--- config.mk ---
export PLATFORM = sky130hd
export DESIGN_NAME = gerador_linhas
export DESIGN_NICKNAME = d
export VERILOG_FILES = /design/src/rtl/gerador_linhas.sv
export SDC_FILE = /design/constraint.sdc
export NUM_CORES = 1
export LEC_CHECK = 0
export CAP_MARGIN = 20
export CORE_MARGIN = 3
export CORE_UTILIZATION = 60
export DETAILED_ROUTE_END_ITERATION = 8
export GPL_TIMING_DRIVEN = 0
export PLACE_DENSITY = 0.88
export REMOVE_ABC_BUFFERS = 1
export SYNTH_ARGS = -nofsm -noshare
export SYNTH_HDL_FRONTEND = slang
export SYNTH_SLANG_ARGS = --single-unit
--- constraint.sdc ---
create_clock -name clk -period 5.45 [get_ports clk]
set_clock_uncertainty 0.15 [all_clocks]
set_input_delay 0.8175 -clock clk [delete_from_list [all_inputs] [get_ports clk]]
set_output_delay 0.8175 -clock clk [all_outputs]
set_load 0.01 [all_outputs]
--- src/rtl/gerador_linhas.sv ---
// Fill/empty animation generator for the 7-row LED tank display: runs the
// tank FSM, steps a 0..7 water level on a divided tick and builds both row patterns.
module gerador_linhas #(
    parameter int DIV_TICK = 50_000_000
) (
    input  logic       clk,
    input  logic       reset,
    input  logic       encher,
    input  logic       esvaziar,
    output logic [6:0] linha_encher,
    output logic [6:0] linha_esvaziar,
    output logic       sel,
    output logic [2:0] nivel,
    output logic       cheio,
    output logic       vazio
);

    localparam int CNT_W = (DIV_TICK > 2) ? $clog2(DIV_TICK) : 1;
    localparam logic [CNT_W-1:0] CNT_LAST = CNT_W'(DIV_TICK - 1);

    typedef enum logic [1:0] {
        VAZIO,
        ENCHENDO,
        CHEIO,
        ESVAZIANDO
    } estado_t;

    estado_t          estado_q, estado_d;
    logic [2:0]       nivel_q, nivel_d;
    logic [CNT_W-1:0] cnt_q, cnt_d;
    logic             blink_q, blink_d;

    logic cmd_encher;
    logic cmd_esvaziar;
    logic tick;

    always_ff @(posedge clk) begin
        if (reset) begin
            estado_q <= VAZIO;
            nivel_q  <= 3'd0;
            cnt_q    <= '0;
            blink_q  <= 1'b0;
        end else begin
            estado_q <= estado_d;
            nivel_q  <= nivel_d;
            cnt_q    <= cnt_d;
            blink_q  <= blink_d;
        end
    end

    always_comb begin
        // Both commands together cancel each other out.
        cmd_encher   = encher & ~esvaziar;
        cmd_esvaziar = esvaziar & ~encher;
        tick         = (cnt_q == CNT_LAST);

        estado_d = estado_q;
        nivel_d  = nivel_q;
        blink_d  = blink_q;
        cnt_d    = tick ? '0 : cnt_q + CNT_W'(1);

        case (estado_q)
            VAZIO: begin
                if (cmd_encher) estado_d = ENCHENDO;
            end
            ENCHENDO: begin
                if (cmd_esvaziar) begin
                    estado_d = ESVAZIANDO;
                end else if (tick) begin
                    if (nivel_q >= 3'd6) begin
                        nivel_d  = 3'd7;
                        estado_d = CHEIO;
                    end else begin
                        nivel_d = nivel_q + 3'd1;
                    end
                end
            end
            CHEIO: begin
                if (cmd_esvaziar) estado_d = ESVAZIANDO;
            end
            ESVAZIANDO: begin
                if (cmd_encher) begin
                    estado_d = ENCHENDO;
                end else if (tick) begin
                    blink_d = ~blink_q;
                    if (nivel_q <= 3'd1) begin
                        nivel_d  = 3'd0;
                        estado_d = VAZIO;
                    end else begin
                        nivel_d = nivel_q - 3'd1;
                    end
                end
            end
            default: estado_d = VAZIO;
        endcase

        // Any transition restarts the step period so the first step is a full period away.
        if (estado_d != estado_q) cnt_d = '0;
        if ((estado_d != ESVAZIANDO) || (nivel_d == 3'd0)) blink_d = 1'b0;
    end

    logic [6:0] termo;
    logic [6:0] topo;

    generate
        for (genvar gi = 0; gi < 7; gi++) begin : g_linhas
            assign termo[gi] = (nivel_q > 3'(gi));
            assign topo[gi]  = (nivel_q == 3'(gi + 1));
        end
    endgenerate

    assign linha_encher   = termo;
    assign linha_esvaziar = termo ^ (topo & {7{blink_q}});
    assign sel            = (estado_q == ESVAZIANDO);
    assign nivel          = nivel_q;
    assign cheio          = (estado_q == CHEIO);
    assign vazio          = (estado_q == VAZIO);

endmodule

======== Word-level counts from Yosys, hierarchy flattened ========
Index checks and enable logic that the tools add are counted.
operators by class
  add/subtract/negate cells ............... 3
  order comparisons ....................... 9
  equality and inequality tests ........... 13
  muxes and demuxes ....................... 16
  bitwise operators ....................... 8
  reductions and logical operators ........ 6
operators with widths
  cell                   count
  $add 26x1->26 const B  1
  $eq 26x26->1 const B   1
  $mux 3                 6
  $mux 2                 8
  $eq 3x3->1 const B     4
  $gt 3x3->1 const B     3
  $pmux 2 s4             1
  $and 7x7->7            1
  $xor 7x7->7            1
  $eq 3x2->1 const B     2
  $gt 3x1->1 const B     2
  $gt 3x2->1 const B     2
  $pmux 3 s2             1
  $eq 2x2->1 const B     2
  $not 1->1              4
  $add 3x1->3 const B    1
  $eq 3x1->1 const B     1
  $ge 3x3->1 const B     1
  $le 3x1->1 const B     1
  $logic_not 3->1        1
  $reduce_and 3->1       1
  $reduce_or 3->1        1
  $sub 3x1->3 const B    1
  $and 1x1->1            2
  6 further kinds        6
storage, ports and cells
  flip-flop bits (word level) ............. 32
  input port bits ......................... 4
  output and inout port bits .............. 20
  word-level logic and storage cells ...... 59

======== Longest topological paths before layout ========
Gate-level depths: netlist (run 1).
  depth after elaboration ................. 8
  gate-level depth with buffers ........... 10
  depth with buffers taken out ............ 9

======== Worst setup path before layout (run 1) ========
OpenSTA, ideal clock, no wires.
  path type ............................... reg2out
  start ................................... reg nivel_q[1] (netlist: nivel[1])
  end ..................................... out linha_esvaziar[1]
  arrival time ............................ 1.518 ns
  required time ........................... 4.483 ns
  slack ................................... 2.964 ns
  stages on the path, launching flop included .. 7
  buffers on the path ..................... 1
  path through ............................ dfxtp_1 -> clkbuf_1 -> inv_1 -> ha_1 -> o21ba_2 -> xor2_1 -> nand2_1
on the way
  longest elaborated chain between the ends .. 3
  elaborated cells on any way between the ends .. 4
  those cells by class .................... order compare: 1; eq/ne: 1; bitwise: 2
RTL lines
  item                                                                RTL line  RTL
  start: declaration                                                  29        logic [2:0] nivel_q, nivel_d;
  start signal: assignment                                            45        nivel_q <= nivel_d;
  parallel branches: the longest is 2 deep, another holds $gt 3x1->1  --
  $xor 7x7->7 (*)                                                     113       assign linha_esvaziar = termo ^ (topo & {7{blink_q}});
  end: declaration                                                    11        output logic [6:0] linha_esvaziar,
Every way passes the cells marked *.

======== Worst setup path after layout (run 1) ========
  start ................................... reg nivel_q[2] (netlist: nivel[2])
  end ..................................... out linha_esvaziar[3]
on the way
  longest elaborated chain between the ends .. 3
  elaborated cells on any way between the ends .. 4
  those cells by class .................... order compare: 1; eq/ne: 1; bitwise: 2
RTL lines
  item                                                                RTL line
  parallel branches: the longest is 2 deep, another holds $gt 3x2->1  --
  $xor 7x7->7 (*)                                                     113
Marked as above.

==> results of run 1 <==
layout make-up:
type	instances	area share, %
flip-flops and latches	32	26.8
inverters	14	2.20
clock inverters	3	1.78
well taps	44	2.31
repair buffers	23	9.64
multi-input cells	202	55.7
clock buffers	5	1.57
critical path, delay by kind of cell (launching register included):
family | cells | cell delay, ps
flops | 1 | 650
compound gates | 2 | 250
fa+ha+maj | 1 | 350
buf+inv | 2 | 920
layer usage:
layer | global-route usage, % | up-vias | part of all wire (%)
li1 | - | 945 | -
met1 | 33.7 | 904 | 46
met2 | 37.4 | 74 | 45
met3 | 6.07 | 5 | 7.5
met4 | 6.33 | 0 | 0.78
met5 | 0 | - | 0
worst min path at each step:
stage	cells past startpoint	from	endpoint	slack, ps
4_1_cts	1	cnt_q[0]$_SDFF_PP0_	cnt_q[0]$_SDFF_PP0_	330
6_report	1	cnt_q[0]$_SDFF_PP0_	cnt_q[0]$_SDFF_PP0_	320
2_1_floorplan	1	cnt_q[0]$_SDFF_PP0_	cnt_q[0]$_SDFF_PP0_	280
3_3_place_gp	1	cnt_q[0]$_SDFF_PP0_	cnt_q[0]$_SDFF_PP0_	290
5_1_grt	1	cnt_q[0]$_SDFF_PP0_	cnt_q[0]$_SDFF_PP0_	350
3_5_place_dp	1	cnt_q[0]$_SDFF_PP0_	cnt_q[0]$_SDFF_PP0_	300
cell usage in the layout, fill, tap and decap left out, types with 8 or more instances in the layout:
cell type / netlist / layout
nor3_1: 9 / 9
inv_1: 13 / 13
nand2_1: 22 / 22
dfxtp_1: 32 / 32
xor2_1: 10 / 10
nor2_1: 48 / 48
ha_1: 8 / 8
nand3_1: 14 / 14
clkdlybuf4s50_1: 0 / 23
xnor2_1: 19 / 19
stage by stage:
stage                     setup WS (ps)  cell area [um^2]  instances  power [mW]
after CTS                          1990              2390        323       0.461
final                              1960              2390        323       0.460
after global routing               1790              2390        323       0.477
after global placement             2430              2310        315       0.279
after floorplan                    2960              2020        248       0.266
after detailed placement           2380              2310        315       0.279
power by group through the flow:
stage               registers (mW)  logic [mW]  clock network [mW]
floorplan                    0.246      0.0201                   0
global placement             0.247      0.0316                   0
detailed placement           0.247      0.0320                   0
CTS                          0.242      0.0321               0.187
global route                 0.243      0.0366               0.198
finish                       0.242      0.0321               0.186
sequential cells by signal (all words and copies together) (netlist names):
register  cells
cnt_q        26
nivel         3
blink_q       1
estado_q      2
logic make-up after synthesis:
group / synth area share, %
and+or+nand+nor: 35.8
DFF: 30.7
xor gates and xnor gates: 12.2
AOI/OAI and AO/OA: 9.47
buffers and inverters: 5.69
adders and majority gates: 4.79
muxes: 1.44
==> results.toml, run 1 <==
[run_status]
run_status = "finished, final reports clean"

[timing]
setup_viol = 0
fin_crit_sh_pct = 64.0
rsz0062_at_grt = "false"
drv_slew = 0
period_needed_ps = 3490
worst-slew-pin-transition_ps = 880
whs_ps = 324
fin_setup_tns_ps = 0
hold_viol = 0
fmax_ghz = 0.287
relSlewSlack_pct = 41.4

[clocking]
cts_tree = "yes"
numCtsBuffers = 5
h-tree-depth = 2
clock_path_buffers = 2
postCtsSetupRepairBufs = 0
cts_hold_buf = 0
clock-root-buffer = "clkbuf_4"
cts.sinks = 32
post_cts_resize_count = 0
clk_latency_ps = 350
clkSlewWorstSetupHoldPaths_ps = 110

[global_routing]
grt_use_total_pct = 24.3
grt_pass1_wl_um = 8050
grt_pass1_vias = 1708
antenna_found_initial = 0
gr-total-overflow = 0
grt_max_degree = 27

[power_and_ir_drop]
p_seq_share_pct = 52.6
comb_power_share_pct = 7.0
switchingPower_mw = 0.114
cell_internal_pwr_mw = 0.346
p_leak_nw = 0.874
p_per_area_nw_per_um2 = 193
swShare_pct = 24.8
irDropWorstVdd_v = 0.000179
clock_power_share_pct = 40.5

[setup_path]
crit_path_cell_trace = "clkinv_1 > ha_1 > a21oi_1 > a41o_1 > clkdlybuf4s50_1"
slowest_stage = "dfxtp_1"
rrSetupSlack_ps = 2770
critPathMaxFanout = 14
crit_start = "nivel[2]$_SDFF_PP0_"
endpoint = "linha_esvaziar[3]"
cp.required_ps = 4480
cp.arrival_ps = 2520
worstSetupPathType = "reg2out"
cp_slowest_stage_delay_ps = 650
reg2reg_depth = 6
r2r_start = "cnt_q[0]$_SDFF_PP0_"
worstReg2RegEnd = "cnt_q[2]$_SDFF_PP0_"
worst_setup_path_end_kind = "primary output"
critPathLaunchType = "flop"

[synthesis]
yosysWarnings = 0
synthArstFlopShare_pct = 0
synthTopCellsByArea = "dfxtp_1, nor2_1, xnor2_1"
ys.flop_type = "dfxtp_1"
ys_types = 51
yosysTopAreaCell = "dfxtp_1"
synth.cell_area_um2 = 2090
syn_inst = 257
synth_edf_count = 0
ys_seq_area_share_pct = 30.7
synthTopCellsByCount = "nor2_1, dfxtp_1, nand2_1"
avgSynthCellArea_um2 = 8.13
synth_top_cell_area_share_pct = 30.7
synth_most_common_cell = "nor2_1"
ys_seq_elements = 32

[die]
initial_utilization_pct = 65.7
die_width_um = 65.0
coreArea_um2 = 3180
pin_count = 24
fp.dieArea_um2 = 4220
fp.dieH_um = 65.0
placement_rows = 20

[flow_run]
max_cap_violations = 0

[detailed_routing]
drt-initial-drc-count = 162
route.detailed.drc = 0
drtPass1Iterations = 4
vias = 1928
drt-total-wl_um = 4640
ant_nets = 0
via_per_inst = 5.97
post_drt_wl_per_cell_um = 14.4

[cells_and_area]
diodes = 0
final_core_util_pct = 75.1
seq_area_um2 = 641
multi_input_area_um2 = 1330
nNetsFinal = 290
area_delta_synth_final_pct = 14.3
fill_cells = 260
drive_above_1_share_pct = 7.89

[placed_design]
finalWeightedCongestion = 0.993
port_buffers = 23
dp_hpwl_um = 3380

[min_path]
hold_class = "reg2reg"
(Power assumes the default switching activity.)
==> inputs of run 2 (changes only) <==
- CORE_UTILIZATION: 60 -> 56
- PLACE_DENSITY: 0.88 -> 0.83
- clock period: 5.45 -> 3.5 ns (I/O delays scaled with it)
==> run 2 against run 1 <==
  * Die area increased by 6.5%
  * Utilization decreased by 6.0 points
  * Global-route usage shrank 3.1 points
  * Largest cell class unchanged
  * Via count shrank 3.1%
  * Cell area is 0.42% higher
  * Sequential share of layout area down 0.11 points
  * Non-clock buffer count stayed put
  * Critical path depth up 1
  * Hold slack worse by 11 ps
  * Register-to-register slack worse by 1900 ps
  * Total power is 55% higher
  * Routed wire length is 6.4% lower
==> results.toml, run 2 (synthesis gave the netlist of run 1 again) <==
[timing]
worst-slew-pin-transition_ps = 881
fmax_ghz = 0.326
drv_slew = 0
fin_setup_tns_ps = 0
setup_viol = 0
period_needed_ps = 3070
rsz0062_at_grt = "false"
fin_crit_sh_pct = 87.7
relSlewSlack_pct = 41.3
hold_viol = 0

[die]
fp.dieH_um = 67.1
fp.dieArea_um2 = 4500
pin_count = 24
initial_utilization_pct = 60.2
die_width_um = 67.1
placement_rows = 21
coreArea_um2 = 3470

[min_path]
hold_class = "reg2reg"

[detailed_routing]
route.detailed.drc = 0
drt-total-wl_um = 4350
via_per_inst = 5.75
ant_nets = 0
vias = 1869
drt-initial-drc-count = 181
drtPass1Iterations = 4
post_drt_wl_per_cell_um = 13.4

[global_routing]
antenna_found_initial = 0
grt_max_degree = 27
grt_use_total_pct = 21.1
grt_pass1_wl_um = 7420
grt_pass1_vias = 1650
gr-total-overflow = 0

[setup_path]
crit_family = "buffers and inverters"
rrSetupSlack_ps = 850
reg2reg_depth = 6
critPathLaunchType = "flop"
worstSetupPathType = "reg2out"
path_depth = 6
cp.required_ps = 2820
cp_slowest_stage_delay_ps = 580
critPathMaxFanout = 12
r2r_start = "cnt_q[0]$_SDFF_PP0_"
worstReg2RegEnd = "cnt_q[8]$_SDFF_PP0_"
worst_setup_path_end_kind = "primary output"
endpoint = "linha_encher[1]"
crit_start = "nivel[1]$_SDFF_PP0_"
crit_path_cell_trace = "inv_1 > ha_1 > o21ba_2 > nor2_1 > inv_1 > clkdlybuf4s50_1"
crit_top_cell = "inv_1"
path_buf_inv = 3
cp.arrival_ps = 2390
slowest_stage = "dfxtp_1"

[clocking]
numCtsBuffers = 5
cts_tree = "yes"
clock_path_buffers = 2
clock-root-buffer = "clkbuf_8"
clk_latency_ps = 290
cts_hold_buf = 0
h-tree-depth = 2
post_cts_resize_count = 0
postCtsSetupRepairBufs = 0
cts.sinks = 32
clkSlewWorstSetupHoldPaths_ps = 70

[cells_and_area]
drive_above_1_share_pct = 7.89
nNetsFinal = 290
largest_reg_flops = 26
final_common_cell = "nor2_1"
final_cell_mix = "nor2_1, dfxtp_1, clkdlybuf4s50_1"
area_delta_synth_final_pct = 14.8
regMostFlops = "cnt_q"
diodes = 0

[flow_run]
max_cap_violations = 0

[power_and_ir_drop]
p_leak_nw = 0.881
irDropWorstVdd_v = 0.000222
total_power_mw = 0.711
p_per_area_nw_per_um2 = 297

[placed_design]
finalWeightedCongestion = 0.895
dp_hpwl_um = 3060
port_buffers = 23

[run_status]
run_status = "finished, final reports clean"
-- run 2: changes by cell type in the layout (fill, tap and decap cells not counted) --
cell,before,now
clkinv_4,0,1
clkinvlp_4,1,0
bufinv_16,1,0
clkbuf_8,0,5
clkbuf_4,5,0
clkinv_2,1,2
-- run 2: how the worst min path moves through the flow --
stage	from	depth (start not counted)	slack, ps	end
after global routing	cnt_q[0]$_SDFF_PP0_	1	350	cnt_q[0]$_SDFF_PP0_
after CTS	cnt_q[0]$_SDFF_PP0_	1	320	cnt_q[0]$_SDFF_PP0_
after floorplan	cnt_q[0]$_SDFF_PP0_	1	280	cnt_q[0]$_SDFF_PP0_
after detailed placement	cnt_q[0]$_SDFF_PP0_	1	300	cnt_q[0]$_SDFF_PP0_
after global placement	cnt_q[0]$_SDFF_PP0_	1	290	cnt_q[0]$_SDFF_PP0_
final	cnt_q[0]$_SDFF_PP0_	1	310	cnt_q[0]$_SDFF_PP0_
-- run 2: through the flow --
step	setup WS [ps]	util [%]	area [um^2]	hold slack [ps]	cells
CTS	439	69.1	2400	320	325
floorplan	1300	-	2020	280	248
global route	247	69.1	2400	352	325
finish	432	69.1	2400	313	325
detailed placement	753	66.6	2310	303	317
global placement	779	66.6	2310	292	317
-- run 2: cell type report --
type | count | area [um^2]
inverter | 14 | 52.6
clock inverter | 3 | 18.8
timing repair buffer | 23 | 230
sequential | 32 | 641
tap | 46 | 57.6
fill | 299 | 1070
multi-input combinational | 202 | 1330
clock buffer | 5 | 68.8
-- run 2: worst register-to-register path, delay by kind of cell, from the launching register on --
kind          cells  cell delay (ps)
simple gates      5             1730
flops             1              370
fa+ha+maj         1              260
-- run 2: where the power goes --
part           total [mW]  switching [mW]  leakage, nW  internal, mW
combinational      0.0506          0.0298        0.575        0.0208
sequential          0.377         0.00751        0.258         0.369
clock               0.284           0.146       0.0479         0.138
-- run 2: metal layers --
metal  part of all wire (%)  track usage (%)
met1                     48             28.9
met2                     46             32.0
met3                    5.2             4.22
met4                    1.1             8.61
met5                      0                0
